`config.mk`:
```
export PLATFORM = sky130hd
export DESIGN_NAME = control_unit_mc_flat
export DESIGN_NICKNAME = d
export VERILOG_FILES = /design/src/rtl/cpu_pkg.sv /design/src/rtl/control_unit_mc_if.sv /design/src/rtl/branch_cond.sv /design/src/rtl/control_unit_mc.sv /design/src/flat_wrapper.sv
export SDC_FILE = /design/constraint.sdc
export NUM_CORES = 1
export LEC_CHECK = 0
export ABC_AREA = 1
export CORE_ASPECT_RATIO = 1.1
export CORE_MARGIN = 10
export CORE_UTILIZATION = 41
export CTS_CLUSTER_DIAMETER = 150
export DETAILED_ROUTE_END_ITERATION = 16
export PLACE_DENSITY = 0.82
export RECOVER_POWER = 100
export SLEW_MARGIN = 20
export SYNTH_ARGS = -nofsm -noshare
export SYNTH_HDL_FRONTEND = slang
export SYNTH_SLANG_ARGS = --single-unit
```
`constraint.sdc`:
```
create_clock -name clk -period 2.4 [get_ports clk]
set_clock_uncertainty 0.2 [all_clocks]
set_input_delay 0.36 -clock clk [delete_from_list [all_inputs] [get_ports clk]]
set_output_delay 0.36 -clock clk [all_outputs]
set_load 0.1 [all_outputs]
```
`src/rtl/cpu_pkg.sv`:
```
// Shared CPU definitions: opcode and state encodings, instruction field positions,
// flag bit indices and opcode class helpers.
package cpu_pkg;

    typedef enum logic [4:0] {
        OP_ADD = 5'd1,
        OP_SUB = 5'd2,
        OP_MUL = 5'd3,
        OP_MOV = 5'd4,
        OP_AND = 5'd9,
        OP_OR  = 5'd10,
        OP_XOR = 5'd11,
        OP_NOT = 5'd12,
        OP_LDR = 5'd17,
        OP_STR = 5'd19,
        OP_JE  = 5'd25,
        OP_JNE = 5'd26,
        OP_JGT = 5'd27,
        OP_JGE = 5'd28,
        OP_JLT = 5'd29,
        OP_JLE = 5'd30
    } opcode_e;

    typedef enum logic [2:0] {
        CU_RST    = 3'd0,
        CU_FETCH  = 3'd1,
        CU_DECODE = 3'd2,
        CU_EXEC   = 3'd3,
        CU_MEM    = 3'd4,
        CU_WB     = 3'd5,
        CU_BRANCH = 3'd6,
        CU_TRAP   = 3'd7
    } cu_state_e;

    localparam int OPC_HI     = 31;
    localparam int OPC_LO     = 27;
    localparam int RD_HI      = 26;
    localparam int RD_LO      = 23;
    localparam int RS1_HI     = 22;
    localparam int RS1_LO     = 19;
    localparam int RS2_HI     = 18;
    localparam int RS2_LO     = 15;
    localparam int IMM_EN_BIT = 14;
    localparam int IMM_HI     = 13;
    localparam int IMM_LO     = 0;

    localparam int Z_BIT = 3;
    localparam int N_BIT = 2;
    localparam int C_BIT = 1;
    localparam int V_BIT = 0;

    function automatic logic is_alu_op(input logic [4:0] op);
        case (op)
            OP_ADD, OP_SUB, OP_MUL, OP_MOV,
            OP_AND, OP_OR, OP_XOR, OP_NOT: return 1'b1;
            default:                       return 1'b0;
        endcase
    endfunction

    function automatic logic is_mem_op(input logic [4:0] op);
        return (op == OP_LDR) || (op == OP_STR);
    endfunction

    function automatic logic is_jump(input logic [4:0] op);
        case (op)
            OP_JE, OP_JNE, OP_JGT, OP_JGE, OP_JLT, OP_JLE: return 1'b1;
            default:                                       return 1'b0;
        endcase
    endfunction

endpackage

```
`src/rtl/control_unit_mc_if.sv`:
```
// Control-unit bus: instruction/memory handshake inputs and datapath control outputs.
interface control_unit_mc_if #(parameter int N = 32);

    logic [N-1:0] instr;
    logic         mem_ready;
    logic [3:0]   alu_flags;
    logic [4:0]   alu_ctrl;
    logic         src_b_imm;
    logic         ir_we;
    logic         pc_we;
    logic         pc_src;
    logic         reg_we;
    logic         mem_req;
    logic         mem_we;
    logic [3:0]   flags_q;
    logic         trap;

    modport master (
        input  instr, mem_ready, alu_flags,
        output alu_ctrl, src_b_imm, ir_we, pc_we, pc_src, reg_we,
               mem_req, mem_we, flags_q, trap
    );

    modport slave (
        output instr, mem_ready, alu_flags,
        input  alu_ctrl, src_b_imm, ir_we, pc_we, pc_src, reg_we,
               mem_req, mem_we, flags_q, trap
    );

endinterface

```
`src/rtl/branch_cond.sv`:
```
// Conditional-jump evaluator over the registered Z/N/C/V flags; not-taken for non-jumps.
module branch_cond
    import cpu_pkg::*;
(
    input  logic [4:0] opcode,
    input  logic [3:0] flags,
    output logic       taken
);

    logic z, n, v;
    logic unused_c;

    assign z        = flags[Z_BIT];
    assign n        = flags[N_BIT];
    assign v        = flags[V_BIT];
    assign unused_c = flags[C_BIT];

    always_comb begin
        taken = 1'b0;
        case (opcode)
            OP_JE:   taken = z;
            OP_JNE:  taken = !z;
            OP_JGT:  taken = !z && (n == v);
            OP_JGE:  taken = (n == v);
            OP_JLT:  taken = (n != v);
            OP_JLE:  taken = z || (n != v);
            default: taken = 1'b0;
        endcase
    end

endmodule

```
`src/rtl/control_unit_mc.sv`:
```
// Multi-cycle control unit: fetch/decode/execute sequencer driving ALU, register-file,
// memory and PC strobes, plus the SUB-loaded flag register and sticky trap.
module control_unit_mc
    import cpu_pkg::*;
#(
    parameter int N = 32
) (
    input logic               clk,
    input logic               rst_n,
    control_unit_mc_if.master bus
);

    localparam logic [2:0] S_RST    = CU_RST;
    localparam logic [2:0] S_FETCH  = CU_FETCH;
    localparam logic [2:0] S_DECODE = CU_DECODE;
    localparam logic [2:0] S_EXEC   = CU_EXEC;
    localparam logic [2:0] S_MEM    = CU_MEM;
    localparam logic [2:0] S_WB     = CU_WB;
    localparam logic [2:0] S_BRANCH = CU_BRANCH;
    localparam logic [2:0] S_TRAP   = CU_TRAP;

    logic [2:0]   state, state_nxt;
    logic [4:0]   op_q;
    logic         imm_en_q;
    logic [3:0]   flags_r;
    logic         trap_r;
    logic         taken;
    logic         fetch_done;
    logic [N-1:0] unused_instr;

    assign unused_instr = bus.instr;
    assign fetch_done   = (state == S_FETCH) && bus.mem_ready;

    branch_cond u_branch_cond (
        .opcode (op_q),
        .flags  (flags_r),
        .taken  (taken)
    );

    // Opcode and imm_en are captured with the IR write so DECODE can classify them.
    always_ff @(posedge clk) begin
        if (fetch_done) begin
            op_q     <= bus.instr[OPC_HI:OPC_LO];
            imm_en_q <= bus.instr[IMM_EN_BIT];
        end
    end

    always_ff @(posedge clk or negedge rst_n) begin
        if (!rst_n) begin
            state   <= S_RST;
            flags_r <= 4'd0;
            trap_r  <= 1'b0;
        end else begin
            state <= state_nxt;
            if ((state == S_EXEC) && (op_q == OP_SUB))
                flags_r <= bus.alu_flags;
            if (state_nxt == S_TRAP)
                trap_r <= 1'b1;
        end
    end

    always_comb begin
        state_nxt = state;
        case (state)
            S_RST:    state_nxt = S_FETCH;
            S_FETCH:  if (bus.mem_ready) state_nxt = S_DECODE;
            S_DECODE: begin
                if (is_alu_op(op_q) || is_mem_op(op_q)) state_nxt = S_EXEC;
                else if (is_jump(op_q))                 state_nxt = S_BRANCH;
                else                                    state_nxt = S_TRAP;
            end
            S_EXEC:   state_nxt = is_mem_op(op_q) ? S_MEM : S_WB;
            S_MEM:    if (bus.mem_ready) state_nxt = (op_q == OP_LDR) ? S_WB : S_FETCH;
            S_WB:     state_nxt = S_FETCH;
            S_BRANCH: state_nxt = S_FETCH;
            S_TRAP:   state_nxt = S_TRAP;
            default:  state_nxt = S_RST;
        endcase
    end

    // Address operand stays selected through MEM so the effective address is stable.
    always_comb begin
        bus.alu_ctrl  = 5'd0;
        bus.src_b_imm = 1'b0;
        bus.ir_we     = 1'b0;
        bus.pc_we     = 1'b0;
        bus.pc_src    = 1'b0;
        bus.reg_we    = 1'b0;
        bus.mem_req   = 1'b0;
        bus.mem_we    = 1'b0;
        case (state)
            S_FETCH: begin
                bus.mem_req = 1'b1;
                bus.ir_we   = bus.mem_ready;
                bus.pc_we   = bus.mem_ready;
            end
            S_EXEC: begin
                bus.alu_ctrl  = op_q;
                bus.src_b_imm = imm_en_q | is_mem_op(op_q);
            end
            S_MEM: begin
                bus.alu_ctrl  = op_q;
                bus.src_b_imm = 1'b1;
                bus.mem_req   = 1'b1;
                bus.mem_we    = (op_q == OP_STR);
            end
            S_WB:     bus.reg_we = 1'b1;
            S_BRANCH: begin
                bus.alu_ctrl = op_q;
                bus.pc_src   = 1'b1;
                bus.pc_we    = taken;
            end
            default: ;
        endcase
    end

    assign bus.flags_q = flags_r;
    assign bus.trap    = trap_r;

endmodule

```
`src/flat_wrapper.sv`:
```
// flat-port wrapper written by rule: the top's interface ports become plain ports
module control_unit_mc_flat import cpu_pkg::*;
#(
    parameter int N = 32
)
  (clk, rst_n, bus_instr, bus_mem_ready, bus_alu_flags, bus_alu_ctrl, bus_src_b_imm, bus_ir_we, bus_pc_we, bus_pc_src, bus_reg_we, bus_mem_req, bus_mem_we, bus_flags_q, bus_trap);
  control_unit_mc_if #(.N(N)) bus_i ();
  input logic clk;
  input logic rst_n;
  input wire logic [$bits(bus_i.instr)-1:0] bus_instr;
  input wire logic [$bits(bus_i.mem_ready)-1:0] bus_mem_ready;
  input wire logic [$bits(bus_i.alu_flags)-1:0] bus_alu_flags;
  output wire logic [$bits(bus_i.alu_ctrl)-1:0] bus_alu_ctrl;
  output wire logic [$bits(bus_i.src_b_imm)-1:0] bus_src_b_imm;
  output wire logic [$bits(bus_i.ir_we)-1:0] bus_ir_we;
  output wire logic [$bits(bus_i.pc_we)-1:0] bus_pc_we;
  output wire logic [$bits(bus_i.pc_src)-1:0] bus_pc_src;
  output wire logic [$bits(bus_i.reg_we)-1:0] bus_reg_we;
  output wire logic [$bits(bus_i.mem_req)-1:0] bus_mem_req;
  output wire logic [$bits(bus_i.mem_we)-1:0] bus_mem_we;
  output wire logic [$bits(bus_i.flags_q)-1:0] bus_flags_q;
  output wire logic [$bits(bus_i.trap)-1:0] bus_trap;
  assign bus_i.instr = bus_instr;
  assign bus_i.mem_ready = bus_mem_ready;
  assign bus_i.alu_flags = bus_alu_flags;
  assign bus_alu_ctrl = bus_i.alu_ctrl;
  assign bus_src_b_imm = bus_i.src_b_imm;
  assign bus_ir_we = bus_i.ir_we;
  assign bus_pc_we = bus_i.pc_we;
  assign bus_pc_src = bus_i.pc_src;
  assign bus_reg_we = bus_i.reg_we;
  assign bus_mem_req = bus_i.mem_req;
  assign bus_mem_we = bus_i.mem_we;
  assign bus_flags_q = bus_i.flags_q;
  assign bus_trap = bus_i.trap;
  control_unit_mc #(.N(N)) u_core (.clk(clk), .rst_n(rst_n), .bus(bus_i));
endmodule
```
==> results of run 1 <==
-- state kept, by name (all words and copies together), names as in the netlist, named ones only --
| register | cells |
|---|---|
| u_core.bus.flags_q | 4 |
| u_core.op_q | 5 |
| u_core.bus.trap | 1 |
| u_core.imm_en_q | 1 |
| u_core.state | 3 |
-- kinds of logic (layout without fill, tap and decap cells) --
group	after synthesis	in the layout	synth area share, %
buffers and inverters	24	58	10.7
DFF	15	15	40.6
xor gates and xnor gates	2	2	1.78
and+or+nand+nor	63	63	34.8
muxes	4	4	6.09
AOI/OAI and AO/OA	11	11	6.09
-- metal layers --
layer,up-vias,track usage [%],part of all wire [%]
met1,447,11.7,36
met3,4,2.33,5.7
met4,0,5.36,1.6
li1,447,-,-
met2,31,20.5,56
met5,-,0,0
-- through the flow --
step           cells  util [%]  cell area [µm²]  power [mW]  setup slack [ns]
2_1_floorplan    119         -             1020       0.315            -0.157
3_3_place_gp     177      63.3             1440       0.344             0.411
3_5_place_dp     177      63.3             1440       0.346             0.339
4_1_cts          181      64.4             1470       0.485            0.0298
5_1_grt          183      57.6             1310       0.497            0.0150
6_report         183      57.6             1310       0.478             0.133
-- critical path, delay by kind of cell, from the launching register on --
family	cells	cell delay, ns
buffers and inverters	2	0.34
DFF	1	0.44
and+or+nand+nor	7	0.65
-- layout make-up --
type	count	area (µm²)	area share, %
repair buffers	32	275	21.0
flip-flops and latches	15	402	30.7
inverters	22	82.6	6.30
multi-input cells	80	487	37.2
well taps	30	37.5	2.87
clock buffers	4	26.3	2.01
-- worst min path at each step --
stage / start / to / cells after the start
final: rst_n / u_core.bus.flags_q[1] / 1
after global placement: u_core.bus.trap / u_core.bus.trap / 2
after global routing: rst_n / u_core.bus.flags_q[1] / 1
after CTS: rst_n / u_core.bus.flags_q[1] / 1
after floorplan: rst_n / u_core.bus.flags_q[0] / 0
after detailed placement: u_core.bus.trap / u_core.bus.trap / 2
-- layout by cell type, fill, tap and decap left out --
cell,instances
a21oi_1,2
a21oi_2,1
buf_1,1
buf_12,1
buf_4,4
buf_6,1
buf_8,1
clkbuf_1,1
clkbuf_2,6
clkbuf_4,9
clkdlybuf4s50_1,5
dfrtp_1,7
dfrtp_2,1
dfxtp_1,1
dlygate4sd3_1,7
edfxtp_1,6
inv_1,19
inv_2,3
mux2_1,2
mux2_4,2
nand2_1,24
nand2_2,1
nand2_4,2
nand3_1,10
nand3_2,1
nand4_1,5
nor2_1,14
nor2_2,2
nor2_4,1
nor2_8,1
nor3_4,2
o211ai_1,1
o21ai_0,5
o21ai_1,1
o31ai_4,1
xnor2_1,2
-- power breakdown --
group | internal [mW] | switching (mW)
Clock | 0.0645 | 0.0793
Sequential | 0.270 | 0.00321
Combinational | 0.0225 | 0.0389
-- cell usage after synthesis --
library cell	count
nand2_1	26
inv_1	18
nor2_1	14
nand3_1	9
dfrtp_1	8
edfxtp_1	6
mux2_4	4
nand4_1	4
o21ai_0	4
a21oi_1	3
inv_2	3
buf_6	2
nand3_2	2
nor2_4	2
o21ai_1	2
xnor2_1	2
clkinv_1	1
dfxtp_1	1
nand2_4	1
nand4_4	1
nor2_2	1
nor2_8	1
nor3_1	1
nor3_4	1
o211ai_1	1
o31ai_1	1
-- repair_timing --
item / 4_1_cts / 5_1_grt
resized for setup: 0 / 5
setup endpoints to repair: 0 / 7
setup buffers: 0 / 2
hold buffers: 0 / 0
==> out/qor.yml, run 1 <==
status:
  status: "finished clean"
route:
  drt_iter0_drc: 69
  drc_errors: 0
  drtPass1Iterations: 4
  routed_via_density: 5.08
  routed_wl_mm: 2.62
  num_vias: 929
  ant_nets: 0
  wire_per_inst_um: 14.3
yosys:
  syn_inst: 119
  synth-seq-cells: 15
  yosys.cell_types.count: 26
  synth_top_cell_by_area: "dfrtp_1"
  syn-cell-area_um2: 986
  yosys_warnings: 0
  syn_nets: 158
  syn_area_per_cell_um2: 8.29
  synth.area.top_cells: "dfrtp_1 (20%), edfxtp_1 (18%), nand2_1 (9.9%)"
  synth_seq_area_share_pct: 40.6
  yosysTopAreaCellShare_pct: 20.3
timing:
  slew_viol_final: 0
  tightest_slew_ns: 1.17
  fmax_mhz: 441
  post-route-min-period_ns: 2.27
  setup_viol: 0
  finalCritPeriodShare_pct: 94.4
  finalHoldViolCount: 0
  slew_headroom_pct: 22.3
  rsz0062_at_grt: "false"
  tns_ns: 0
  hold_ws_ns: 0.223
min_path:
  min_path_type: "in -> async"
worst_setup_path:
  start_kind: "flip-flop"
  rr_startpoint: "u_core.state[2]"
  crit_path_end_kind: "output port"
  critPathMaxStageDelay_ns: 0.44
  cp_max_fo: 4
  crit_end: "bus_pc_we"
  worstPathArrival_ns: 1.71
  crit_chain: "buf_4, nor2_1, nand3_1, nand2_1, nand2_1, nand3_1, nand2_1, nand2_4, buf_12"
  timing.reg2reg.setup_slack_ns: 0.55
  criticalPathCategory: "reg -> out"
  cp_slowest_cell: "edfxtp_1"
  critical_path_required_ns: 1.84
  startpoint: "u_core.op_q[0]"
  r2r_cells: 7
  path_common_cell: "nand2_1"
floorplanning:
  io_pins: 56
  die_w_um: 66.8
  start_util_pct: 43.3
  dieHeight_um: 71.4
  core-area_um2: 2270
  floorplan.rows: 18
  dieArea_um2: 4770
place:
  place_congestion: 0.806
  dp_hpwl_mm: 2.09
  io_buffers: 29
final_layout:
  fin_nets: 193
  insertedDiodeCount: 0
  area_growth_syn_to_layout_pct: 32.9
  drive_gt1_share_pct: 26.1
  n_fill_cell: 207
cts:
  clk_pin_slew_ns: 0.09
  cts_sinks: 15
  numCtsBuffers: 3
  h-tree-depth: 1
  clk_latency_ns: 0.28
  cts_buffer_depth: 2
  cts_root_buf: "clkbuf_4"
  cts_tree: "built"
grt:
  antenna_found_initial: 0
  gr-usage-all-layers_pct: 11.3
  grt_first_pass_wirelength_mm: 4.40
  grt_max_degree: 10
  gr-total-overflow: 0
  grt_pass1_vias: 966
power_and_ir_drop:
  p_leak_nw: 0.626
  power.density_nw_per_um2: 365
  ir_drop_v: 0.000338
flow_run:
  cap_viol_max_count: 0
(Power assumes the default switching activity.)
==> run 2, diff against run 1 <==
--- a/config.mk
+++ b/config.mk
@@ -13,6 +13,7 @@
 export DETAILED_ROUTE_END_ITERATION = 16
 export PLACE_DENSITY = 0.82
 export RECOVER_POWER = 100
+export REMOVE_ABC_BUFFERS = 1
 export SLEW_MARGIN = 20
 export SYNTH_ARGS = -nofsm -noshare
 export SYNTH_HDL_FRONTEND = slang
==> run 2 against run 1 <==
- register-to-register slack better by 0.04 ns
- cell count up 0.55%
- fmax down 0.54%
- first-iteration DRC count down 16%
- setup slack worse by 0.012 ns
- highest routed layer unchanged
==> out/qor.yml, run 2 (synthesis results as in run 1) <==
power_and_ir_drop:
  ir_drop_v: 0.000263
  p_leak_nw: 0.618
  p_total_uw: 476
  power.density_nw_per_um2: 367
floorplanning:
  start_util_pct: 43.3
  dieHeight_um: 71.4
  dieArea_um2: 4770
  floorplan.rows: 18
  core-area_um2: 2270
  io_pins: 56
  die_w_um: 66.8
timing:
  finalHoldViolCount: 0
  slew_viol_final: 0
  post-route-min-period_ns: 2.28
  slew_headroom_pct: 22.1
  tightest_slew_ns: 1.17
  finalCritPeriodShare_pct: 95.0
  setup_viol: 0
  fmax_mhz: 439
worst_setup_path:
  critPathMaxStageDelay_ns: 0.46
  cp_max_fo: 4
  crit_buf_inv: 2
  crit_path_end_kind: "output port"
  cpLargestDelayFamily: "simple AND/OR/NAND/NOR gates"
  crit_chain: "buf_4, nor2_1, nand3_1, nand2_1, nand2_1, nand3_1, nand2_1, nand2_1, buf_12"
  path_common_cell: "nand2_1"
  cp_slowest_cell: "edfxtp_1"
  criticalPathCategory: "reg -> out"
  critical_path_required_ns: 1.84
  start_kind: "flip-flop"
  worstPathArrival_ns: 1.72
route:
  wire_per_inst_um: 12.9
  ant_nets: 0
  drt_iter0_drc: 58
  num_vias: 900
  drc_errors: 0
  routed_via_density: 4.89
  drtPass1Iterations: 4
  routed_wl_mm: 2.38
cts:
  numCtsBuffers: 3
  cts_sinks: 15
  cts_root_buf: "clkbuf_4"
  cts_hold_buffers: 0
  clk_pin_slew_ns: 0.09
  clk_latency_ns: 0.28
  cts_tree: "built"
  h-tree-depth: 1
  cts_buffer_depth: 2
grt:
  gr-usage-all-layers_pct: 10.8
  grt_first_pass_wirelength_mm: 4.12
  grt_pass1_vias: 942
  antenna_found_initial: 0
  grt_max_degree: 10
  gr-total-overflow: 0
final_layout:
  insertedDiodeCount: 0
  layout_common_cells: "nand2_1 (26), inv_1 (19), nor2_1 (14), nand3_1 (9), clkbuf_4 (9)"
  drive_gt1_share_pct: 23.4
  largest_reg_flops: 5
  final-instance-count-excl-fill: 184
  final_common_cell: "nand2_1"
  n_fill_cell: 206
  largest_register: "u_core.op_q"
  fin_nets: 194
  area_growth_syn_to_layout_pct: 31.7
status:
  status: "finished clean"
place:
  dp_hpwl_mm: 2.01
  dpl.cell_count: 177
  place_congestion: 0.816
  io_buffers: 29
flow_run:
  cap_viol_max_count: 0
min_path:
  min_path_type: "in -> async"
## run 2: changes by cell type in the layout (fill, tap and decap cells not counted), sizes merged
cell / previous run / this run
clkinv: 0 / 1
buf: 8 / 10
clkbuf: 16 / 15
inv: 22 / 21
## run 2: worst reg2reg max path, cell delays in order, from the launching register on
cell     delay (ns)
dfrtp_1        0.65
inv_1          0.17
nand3_2        0.11
nor2_1         0.06
buf_4          0.17
o21ai_0        0.08
o21ai_0        0.12
xnor2_1        0.13
## run 2: cell type report
| type | count | area [µm²] | area share [%] |
|---|---|---|---|
| Inverter | 22 | 82.6 | 6.36 |
| Tap cell | 30 | 37.5 | 2.89 |
| Timing Repair Buffer | 33 | 290 | 22.4 |
| Clock buffer | 4 | 26.3 | 2.02 |
| Sequential cell | 15 | 400 | 30.8 |
| Multi-Input combinational cell | 80 | 462 | 35.5 |
## run 2: worst paths after layout
check / from / end / slack [ns] / depth (start not counted)
worst max-delay path: u_core.op_q[0] / bus_pc_we / 0.12 / 9
worst min-delay path: rst_n / u_core.bus.trap / 0.21 / 1
worst max register to register: u_core.state[2] / flip-flop / 0.59 / 7
worst min register to register: u_core.bus.trap / u_core.bus.trap / 0.27 / 2
max in group asynchronous: rst_n / u_core.bus.flags_q[3] / 1.53 / 1
min in group clk: u_core.bus.trap / u_core.bus.trap / 0.27 / 2
## run 2: metrics by stage
| stage | utilization [%] | hold WS, ns | setup TNS [ns] | worst slack [ns] | instance area (µm²) |
|---|---|---|---|---|---|
| finish | 57.1 | 0.212 | 0 | 0.121 | 1300 |
| global route | 57.1 | 0.238 | -0.00641 | -0.00641 | 1300 |
| detailed placement | 61.8 | 0.259 | 0 | 0.381 | 1410 |
| floorplan | - | -0.136 | -3.90 | -1.10 | 963 |
| CTS | 63.0 | 0.146 | 0 | 0.0641 | 1430 |
| global placement | 61.8 | 0.254 | 0 | 0.369 | 1410 |
## run 2: metal layers
metal	track usage, %	vias to the layer above	wire (µm)
li1	-	452	-
met1	10.7	414	861
met2	19.8	29	1360
met3	1.71	5	100
met4	6.99	0	63
met5	0	-	0
## run 2: timing repair
item                       CTS  global route
buffers inserted             0             3
gates resized for setup      0             3
setup endpoints to repair    0             7
## run 2: where the power goes
part,total [mW],switching (mW),internal (mW)
clock network,0.144,0.0793,0.0646
logic,0.0597,0.0374,0.0223
registers,0.272,0.00276,0.270
total,0.476,0.119,0.357
